## config.mk

```make
export PLATFORM = sky130hd
export DESIGN_NAME = mem_access_stage
export DESIGN_NICKNAME = d
export VERILOG_FILES = /design/src/rtl/mem_access_stage.sv
export SDC_FILE = /design/constraint.sdc
export NUM_CORES = 1
export LEC_CHECK = 0
export ABC_AREA = 0
export CORE_MARGIN = 3
export CORE_UTILIZATION = 40
export CTS_CLUSTER_SIZE = 28
export DETAILED_ROUTE_END_ITERATION = 16
export PLACE_DENSITY = 0.8
export SLEW_MARGIN = 25
export SYNTH_ARGS = -nofsm -noshare
export SYNTH_HDL_FRONTEND = slang
export SYNTH_SLANG_ARGS = --single-unit
```

## constraint.sdc

```tcl
create_clock -name clk -period 5.3 [get_ports clk]
set_clock_uncertainty 0.2 [all_clocks]
set_input_delay 1.06 -clock clk [delete_from_list [all_inputs] [get_ports clk]]
set_output_delay 1.06 -clock clk [all_outputs]
set_load 0.005 [all_outputs]
```

## src/rtl/mem_access_stage.sv

```systemverilog
// MEM stage: EX/MEM slot register plus the data-memory access FSM.
// While a load/store waits on the memory, the stage holds EX and earlier stages
// and feeds bubbles into MEM/WB (which has no enable of its own).
//
// Handshake: mem_req/mem_we/mem_addr/mem_wdata are held stable from the first
// ACCESS cycle until the cycle in which mem_ready=1 is sampled; that cycle
// completes the transfer (mem_rdata is valid only then). The request may be
// withdrawn without completion only by reset or by the timeout abort.
module mem_access_stage #(
  parameter int DATA_W  = 32,
  parameter int ADDR_W  = 16,
  parameter int REG_W   = 4,
  parameter int TIMEOUT = 16
) (
  input  logic              clk,
  input  logic              reset,
  input  logic              in_valid,
  input  logic [DATA_W-1:0] ALU_in,
  input  logic [DATA_W-1:0] SData_in,
  input  logic [REG_W-1:0]  WN_in,
  input  logic              MReg_in,
  input  logic              MemWr_in,
  input  logic              EnRW_in,
  input  logic              flush,
  output logic              stall,
  output logic              mem_req,
  output logic              mem_we,
  output logic [ADDR_W-1:0] mem_addr,
  output logic [DATA_W-1:0] mem_wdata,
  input  logic [DATA_W-1:0] mem_rdata,
  input  logic              mem_ready,
  output logic [DATA_W-1:0] ALU_out,
  output logic [DATA_W-1:0] MEM_out,
  output logic [REG_W-1:0]  WN_out,
  output logic              MReg_out,
  output logic              EnRW_out,
  output logic              mem_err
);

  localparam int CW = $clog2(TIMEOUT + 1);
  localparam logic [CW-1:0] CNT_LAST = CW'(TIMEOUT - 1);

  typedef enum logic [1:0] {
    ST_RUN    = 2'd0,
    ST_ACCESS = 2'd1,
    ST_DONE   = 2'd2
  } state_t;

  state_t              state_q, state_d;
  logic                valid_q, valid_d;
  logic [DATA_W-1:0]   alu_q, alu_d;
  logic [DATA_W-1:0]   sdata_q, sdata_d;
  logic [REG_W-1:0]    wn_q, wn_d;
  logic                mreg_q, mreg_d;
  logic                memwr_q, memwr_d;
  logic                enrw_q, enrw_d;
  logic [CW-1:0]       cnt_q, cnt_d;
  logic [DATA_W-1:0]   rdata_q, rdata_d;
  logic                err_q, err_d;
  logic                abort_q, abort_d;
  logic                cap_valid;
  logic                cap_memop;

  // State and slot registers; reset empties the slot and drops any request.
  always_ff @(posedge clk or posedge reset) begin
    if (reset) begin
      state_q <= ST_RUN;
      valid_q <= 1'b0;
      alu_q   <= '0;
      sdata_q <= '0;
      wn_q    <= '0;
      mreg_q  <= 1'b0;
      memwr_q <= 1'b0;
      enrw_q  <= 1'b0;
      cnt_q   <= '0;
      rdata_q <= '0;
      err_q   <= 1'b0;
      abort_q <= 1'b0;
    end else begin
      state_q <= state_d;
      valid_q <= valid_d;
      alu_q   <= alu_d;
      sdata_q <= sdata_d;
      wn_q    <= wn_d;
      mreg_q  <= mreg_d;
      memwr_q <= memwr_d;
      enrw_q  <= enrw_d;
      cnt_q   <= cnt_d;
      rdata_q <= rdata_d;
      err_q   <= err_d;
      abort_q <= abort_d;
    end
  end

  // Next-state logic, slot capture and all stage outputs.
  always_comb begin
    state_d   = state_q;
    valid_d   = valid_q;
    alu_d     = alu_q;
    sdata_d   = sdata_q;
    wn_d      = wn_q;
    mreg_d    = mreg_q;
    memwr_d   = memwr_q;
    enrw_d    = enrw_q;
    cnt_d     = cnt_q;
    rdata_d   = rdata_q;
    err_d     = err_q;
    abort_d   = abort_q;
    stall     = 1'b0;
    mem_req   = 1'b0;
    mem_we    = 1'b0;
    mem_addr  = '0;
    mem_wdata = '0;
    MReg_out  = 1'b0;
    EnRW_out  = 1'b0;
    cap_valid = in_valid & ~flush;
    cap_memop = cap_valid & (MReg_in | MemWr_in);

    case (state_q)
      ST_ACCESS: begin
        stall     = 1'b1;
        mem_req   = 1'b1;
        mem_we    = memwr_q;
        mem_addr  = alu_q[ADDR_W-1:0];
        mem_wdata = sdata_q;
        cnt_d     = cnt_q + 1'b1;
        // A completion in the timeout cycle still counts as success.
        if (mem_ready) begin
          if (mreg_q) rdata_d = mem_rdata;
          cnt_d   = '0;
          state_d = ST_DONE;
        end else if (cnt_q == CNT_LAST) begin
          err_d   = 1'b1;
          abort_d = 1'b1;
          cnt_d   = '0;
          state_d = ST_DONE;
        end
      end
      default: begin
        if (state_q == ST_DONE) begin
          MReg_out = mreg_q & ~abort_q;
          EnRW_out = valid_q & enrw_q & ~(abort_q & mreg_q);
        end else begin
          EnRW_out = valid_q & enrw_q;
        end
        // Not stalled: take the EX instruction (or a bubble on flush).
        valid_d = cap_valid;
        alu_d   = ALU_in;
        sdata_d = SData_in;
        wn_d    = WN_in;
        // Load+store together behaves as a plain store.
        mreg_d  = MReg_in & ~MemWr_in;
        memwr_d = MemWr_in;
        enrw_d  = EnRW_in;
        abort_d = 1'b0;
        cnt_d   = '0;
        state_d = cap_memop ? ST_ACCESS : ST_RUN;
      end
    endcase
  end

  assign ALU_out = alu_q;
  assign WN_out  = wn_q;
  assign MEM_out = rdata_q;
  assign mem_err = err_q;

endmodule

```

==> reports/qor.txt, run 1 <==
status = complete, no violations
final wirelength = 12.0 mm
Distinct cells, synth = 32
power density over the cells = 414 mW/mm2
vias in the first global route = 3891
cell taking the most area after synthesis = dfrtp_1
met3 usage = 7.87%
Hold Violations, Final = 0
vias per cell = 4.74
fill count = 822
RSZ-0062 raised after global routing = no
die area = 0.0127 mm2
startpoint types = flop
I/O pin count = 230
multi-input logic area = 0.00159 mm2
grt met2 use = 31.2%
Die Ht = 112 um
Antenna Nets Post-Route = 0
Synth Instances = 360
FMAX = 264 MHz
flops & latches, synth = 113
1st-iter DRT viols = 158
share of the synthesized area in the top cell type = 62.3%
clk root buf = clkbuf_16
post-CTS sizing = 0
Final Max Tran Viols = 0
Site Rows = 38
CTS Sinks = 113
synth warn = 0
Top FF cell, synth = dfrtp_1
GPL Wtd Cong = 0.774
clock-pin transition on the worst setup and hold timing paths = 0.05 ns
worst path bufs/invs = 3
WL/cell = 16.1 um
initial core utilization = 41.3%
CP delay by family, top = buffers and inverters
# DRC = 0
storage element area = 0.00283 mm2
Synth area leaders = dfrtp_1 (62%), mux2_4 (9.9%), a21o_1 (8.3%), and2_1 (6.8%), nand2_1 (5.5%)
cts hold-fix bufs = 0
H-tree Lvls = 4
Final min period = 3.78 ns
vias = 3527
Lkg Pwr = 3.64 nW
reg2reg path depth = 4
total track usage = 19.7%
worst hold endpoint = ALU_out[17]
Worst setup EP type = output port
sequential cell area fraction in the yosys report = 62.3%
Slew headroom = 47.8%
count of input and output buffers = 229
Layout Utilization = 68.6%
FF-to-FF setup slack = 2.81 ns
crit-path cells = nand2b_4 -> clkinv_2 -> buf_4 -> and2_1 -> clkdlybuf4s50_1
slowest cell on the critical path = clkinv_2
tightest hold margin = 0.267 ns
Clock Latency Late Sink = 0.39 ns
die width = 112 um
nets@finish = 700
syn_area_per_cell = 12.6 um2
WP data required = 4.04 ns
layout cell share with drive strength beyond 1 = 11.8%
syn nets = 469
worst slew pin tran = 0.782 ns
largest net degree at the start of global routing = 77
CP Class = flop to output port
setup tns final = 0 ns
Worst Hold Path Cells = 2
first-pass GRT wire length = 19.9 mm
HPWL after DPL = 8.49 mm
cts bufs inserted = 17
worst hold start = ALU_out[17]
synthesized area = 0.00454 mm2
CTS max path bufs = 2
Crit Path Max Fanout = 58
R2R Path End = MEM_out[30]
diode count = 0
Total Power = 3.12 mW
Post-synth ARST share = 100%
drt pass-1 iters = 4
Setup Viol. Count Final = 0
worst path arrival time = 2.52 ns
grt ovf = 0
met1 Use GR = 24.9%
VDD IR max = 0.000234 V
CP peak stage delay = 0.49 ns
Area Growth Syn to Fin = 66.2%
core area = 0.0110 mm2
Top Usage Layer GRT = met2
TritonCTS clock tree = done
initial antenna violation count = 0
Post-CTS Setup Bufs = 0
final worst slack = 1.52 ns
max cap viols = 0
final worst path period share = 71.4%
RR Startpoint = state_q[0]
hold crit path type = flop to flop
number of synthesized flops with an enable pin = 0
worst slack, placed = 1.91 ns
[placed cells by master (no fill, tap or decap), types with 2 or more instances in the layout]
cell / n
clkdlybuf4s50_1: 229
clkinvlp_4: 3
mux2_2: 2
clkinv_2: 5
dfrtp_1: 113
nor3_1: 2
clkinv_4: 2
and2_1: 49
buf_4: 3
a21o_1: 50
mux2_4: 30
nand2_1: 67
clkbuf_16: 17
nor2_1: 6
nand3b_1: 2
nand3_1: 2
bufinv_16: 4
[cells by family (layout without fill, tap and decap cells)]
family	after synthesis	after routing	share of synthesized area (%)
adders and majority gates	1	1	0.276
DFF	113	113	62.3
and+or+nand+nor	136	136	15.2
buffers and inverters	22	266	2.57
muxes	32	32	10.4
xor gates and xnor gates	2	2	0.386
AOI/OAI and AO/OA	54	54	8.80
[routing by layer]
metal / part of all wire, % / routed length, um / vias to the layer above
met5: 0 / 0 / -
met4: 1.4 / 169 / 0
met3: 10 / 1190 / 15
met2: 47 / 5590 / 175
met1: 42 / 5020 / 1694
li1: - / - / 1643
[sequential cells by signal, summed over array words and instances, names as in the netlist]
name and cells:
mem_err 1, sdata_q 32, valid_q 1, WN_out 4, ALU_out 32, abort_q 1
state_q 2, cnt_q 5, memwr_q 1, MEM_out 32, enrw_q 1, mreg_q 1
[power breakdown]
part / switching (mW) / internal, mW / total, mW
logic: 0.251 / 0.557 / 0.809
clock network: 0.394 / 0.785 / 1.18
registers: 0.0872 / 1.05 / 1.14
total: 0.733 / 2.39 / 3.12
[worst max path at each step]
stage	depth (start not counted)	slack [ns]	start	to
floorplan	1	1.05	reset	ALU_out[0]
global placement	5	1.95	state_q[0]	mem_addr[10]
detailed placement	5	1.91	state_q[0]	mem_addr[12]
CTS	5	1.47	state_q[0]	mem_addr[12]
global route	5	1.34	state_q[0]	mem_addr[12]
finish	5	1.52	state_q[0]	mem_addr[12]
[through the flow]
step           instances  instance area (um2)
2_1_floorplan        360                 4540
3_3_place_gp         712                 6920
3_5_place_dp         712                 6920
4_1_cts              744                 7540
5_1_grt              744                 7540
6_report             744                 7540
[tightest hold or removal path: stages (launching register included)]
cell and delay (ns):
dfrtp_1 0.34, nand2_1 0.05, nand2_1 0.05
[area by class of cell]
| type | instances | area share (%) |
|---|---|---|
| clock buffer | 18 | 5.69 |
| multi-input combinational | 225 | 21.1 |
| sequential | 113 | 37.5 |
| timing repair buffer | 232 | 30.7 |
| clock inverter | 14 | 2.51 |
| inverter | 2 | 0.149 |
| tap | 140 | 2.32 |
[cells in the mapped netlist, types with 2 or more instances]
cell type,n
and2_1,49
a21o_1,50
mux2_4,30
buf_6,3
buf_2,5
mux2_2,2
nor2_1,6
nand3_1,2
dfrtp_1,113
nand2_1,67
nor3_1,2
clkbuf_1,10
nand3b_1,2
(Power assumes the default switching activity.)
==> run 2: changes to the inputs <==
--- a/config.mk
+++ b/config.mk
@@ -7,10 +7,10 @@
 export LEC_CHECK = 0
 export ABC_AREA = 0
 export CORE_MARGIN = 3
-export CORE_UTILIZATION = 40
+export CORE_UTILIZATION = 36
 export CTS_CLUSTER_SIZE = 28
 export DETAILED_ROUTE_END_ITERATION = 16
-export PLACE_DENSITY = 0.8
+export PLACE_DENSITY = 0.76
 export SLEW_MARGIN = 25
 export SYNTH_ARGS = -nofsm -noshare
 export SYNTH_HDL_FRONTEND = slang
==> constraint.sdc (replaced) <==
create_clock -name clk -period 3.33 [get_ports clk]
set_clock_uncertainty 0.2 [all_clocks]
set_input_delay 0.666 -clock clk [delete_from_list [all_inputs] [get_ports clk]]
set_output_delay 0.666 -clock clk [all_outputs]
set_load 0.005 [all_outputs]
==> run 2 against run 1 <==
Against the previous run: critical path depth decreased by 1; design area up 0.22%; final cell count is 3.9% higher; sequential power grew 59%; core utilization shrank 6.5 points; global-route usage fell by 1.7 points; setup slack worse by 1.1 ns; hold slack got worse by 0.0038 ns; routed wire length up 1.5%; largest cell class unchanged; highest routed layer unchanged.
==> reports/qor.txt, run 2 (synthesis gave the netlist of run 1 again) <==
setup tns final = 0 ns (unchanged)
Setup Viol. Count Final = 0 (unchanged)
final wirelength = 12.2 mm (was 12.0 mm)
hold crit path type = flop to flop (unchanged)
cts bufs inserted = 17 (unchanged)
Crit Path Max Fanout = 57 (was 58)
P_int = 3.70 mW (was 2.39 mW)
crit-path cells = nand2b_4 -> inv_4 -> and2_1 -> clkdlybuf4s50_1 (was nand2b_4 -> clkinv_2 -> buf_4 -> and2_1 -> clkdlybuf4s50_1)
P_sw = 1.10 mW (was 733 uW)
Total Power = 4.80 mW (was 3.12 mW)
I/O pin count = 230 (unchanged)
Antenna Nets Post-Route = 0 (unchanged)
Worst setup EP type = output port (unchanged)
Post-CTS Setup Bufs = 0 (unchanged)
vias = 3484 (was 3527)
WL/cell = 15.7 um (was 16.1 um)
VDD IR max = 0.000286 V (was 0.000234 V)
CP Class = flop to output port (unchanged)
nets@finish = 702 (was 700)
Reg power frac = 37.7% (was 36.3%)
Clock power frac = 35.3% (was 37.8%)
initial antenna violation count = 0 (unchanged)
Site Rows = 40 (was 38)
Area Growth Syn to Fin = 66.6% (was 66.2%)
Final min period = 2.96 ns
Slew headroom = 48.2% (was 47.8%)
drt pass-1 iters = 4 (unchanged)
clock-pin transition on the worst setup and hold timing paths = 0.05 ns (about the same)
die area = 0.0140 mm2 (was 0.0127 mm2)
FMAX = 338 MHz
1st-iter DRT viols = 192 (was 158)
die width = 118 um (was 112 um)
# DRC = 0 (unchanged)
largest net degree at the start of global routing = 114 (was 77)
startpoint types = flop (unchanged)
WP data required = 2.46 ns (was 4.04 ns)
CP peak stage delay = 0.55 ns (was 0.49 ns)
Sw Ratio = 23.0% (was 23.5%)
slowest cell on the critical path = clkdlybuf4s50_1 (was clkinv_2)
first-pass GRT wire length = 20.0 mm (was 19.9 mm)
count of input and output buffers = 229 (unchanged)
max cap viols = 0 (unchanged)
reg2reg path depth = 5 (was 4)
final worst path period share = 88.9%
power density over the cells = 635 mW/mm2 (was 414 mW/mm2)
initial core utilization = 37.3% (was 41.3%)
R2R Path End = MEM_out[0] (was MEM_out[30])
Lkg Pwr = 3.64 nW (about the same)
Die Ht = 118 um (was 112 um)
Clock Latency Late Sink = 0.40 ns (was 0.39 ns)
worst slew pin tran = 0.777 ns (was 0.782 ns)
total track usage = 18.0% (was 19.7%)
worst hold endpoint = ALU_out[21] (was ALU_out[17])
CTS max path bufs = 2 (unchanged)
Gate power share = 27.0% (was 25.9%)
status = complete, no violations (unchanged)
Worst Hold Path Cells = 2 (unchanged)
HPWL after DPL = 8.51 mm (was 8.49 mm)
H-tree Lvls = 4 (unchanged)
clk root buf = clkbuf_16 (unchanged)
worst path bufs/invs = 2 (was 3)
vias in the first global route = 3834 (was 3891)
GPL Wtd Cong = 0.729 (was 0.774)
CP delay by family, top = buffers and inverters (unchanged)
layout cell share with drive strength beyond 1 = 11.6% (was 11.8%)
diode count = 0 (unchanged)
vias per cell = 4.51 (was 4.74)
commonest non-fill, non-tap cell in the layout = clkdlybuf4s50_1 (unchanged)
grt ovf = 0 (unchanged)
worst path arrival time = 2.09 ns (was 2.52 ns)
worst hold start = ALU_out[21] (was ALU_out[17])
RR Startpoint = state_q[1] (was state_q[0])
CTS Sinks = 113 (unchanged)
TritonCTS clock tree = done (unchanged)
FF-to-FF setup slack = 0.83 ns (was 2.81 ns)
core area = 0.0122 mm2 (was 0.0110 mm2)
Hold Violations, Final = 0 (unchanged)
Final Max Tran Viols = 0 (unchanged)
most frequent cells in the layout = clkdlybuf4s50_1 (229), dfrtp_1 (113), nand2_1 (67), a21o_1 (50), and2_1 (49) (unchanged)
RSZ-0062 raised after global routing = no (unchanged)
[run 2: cell types whose count changed in the layout (fill, tap and decap cells not counted)]
cell / change
clkbuf_8: +6
clkinv_2: -1
inv_6: -1
clkbuf_1: +2
bufinv_16: -3
buf_12: +1
clkinvlp_4: -2
clkinv_4: -2
buf_4: +1
[run 2: power by group through the flow]
stage	sequential, mW	combinational, mW	clock, mW
4_1_cts	1.81	1.32	1.74
3_3_place_gp	1.82	1.29	0
3_5_place_dp	1.83	1.30	0
2_1_floorplan	1.84	0.480	0
6_report	1.81	1.30	1.70
5_1_grt	1.85	1.39	1.81
[run 2: stage by stage]
stage	instance area (um2)	util (%)	std cells	setup WS (ns)	hold WS (ns)
final	7550	62.1	773	0.371	0.264
after CTS	7550	62.1	773	0.0374	0.266
after floorplan	4540	-	360	1.09	0.231
after global placement	6980	57.4	742	0.507	0.245
after detailed placement	6980	57.4	742	0.486	0.255
after global routing	7550	62.1	773	0.203	0.290
[run 2: layout make-up]
class / count / area [um2]
Clock buffer: 26 / 519
Clock inverter: 5 / 50.0
Fill cell: 955 / 4610
Inverter: 2 / 13.8
Multi-Input combinational cell: 225 / 1590
Sequential cell: 113 / 2830
Tap cell: 168 / 210
Timing Repair Buffer: 234 / 2340
[run 2: worst min-delay path: stages (launching register included)]
cell     delay, ns
dfrtp_1       0.34
nand2_1       0.05
nand2_1       0.05
[run 2: per-layer routing]
| metal | GRT usage [%] | share of wire, % | vias up |
|---|---|---|---|
| met5 | 0 | 0 | - |
| met4 | 6.89 | 1.7 | 0 |
| met3 | 7.37 | 9.1 | 19 |
| met2 | 29.1 | 48 | 160 |
| met1 | 21.6 | 41 | 1646 |
| li1 | - | - | 1659 |
[run 2: how the worst max path moves through the flow]
stage | startpoint | to | slack (ns) | cells after the start
CTS | state_q[0] | mem_we | 0.04 | 4
floorplan | reset | ALU_out[0] | 1.09 | 1
detailed placement | state_q[0] | mem_we | 0.49 | 4
finish | state_q[1] | mem_addr[4] | 0.37 | 4
global route | state_q[1] | mem_we | 0.20 | 4
global placement | state_q[0] | mem_we | 0.51 | 4
[run 2: timing repair]
action / CTS / global route
hold buffers: 0 / 0
resized for setup: 0 / 1
setup endpoints to repair: 0 / 28
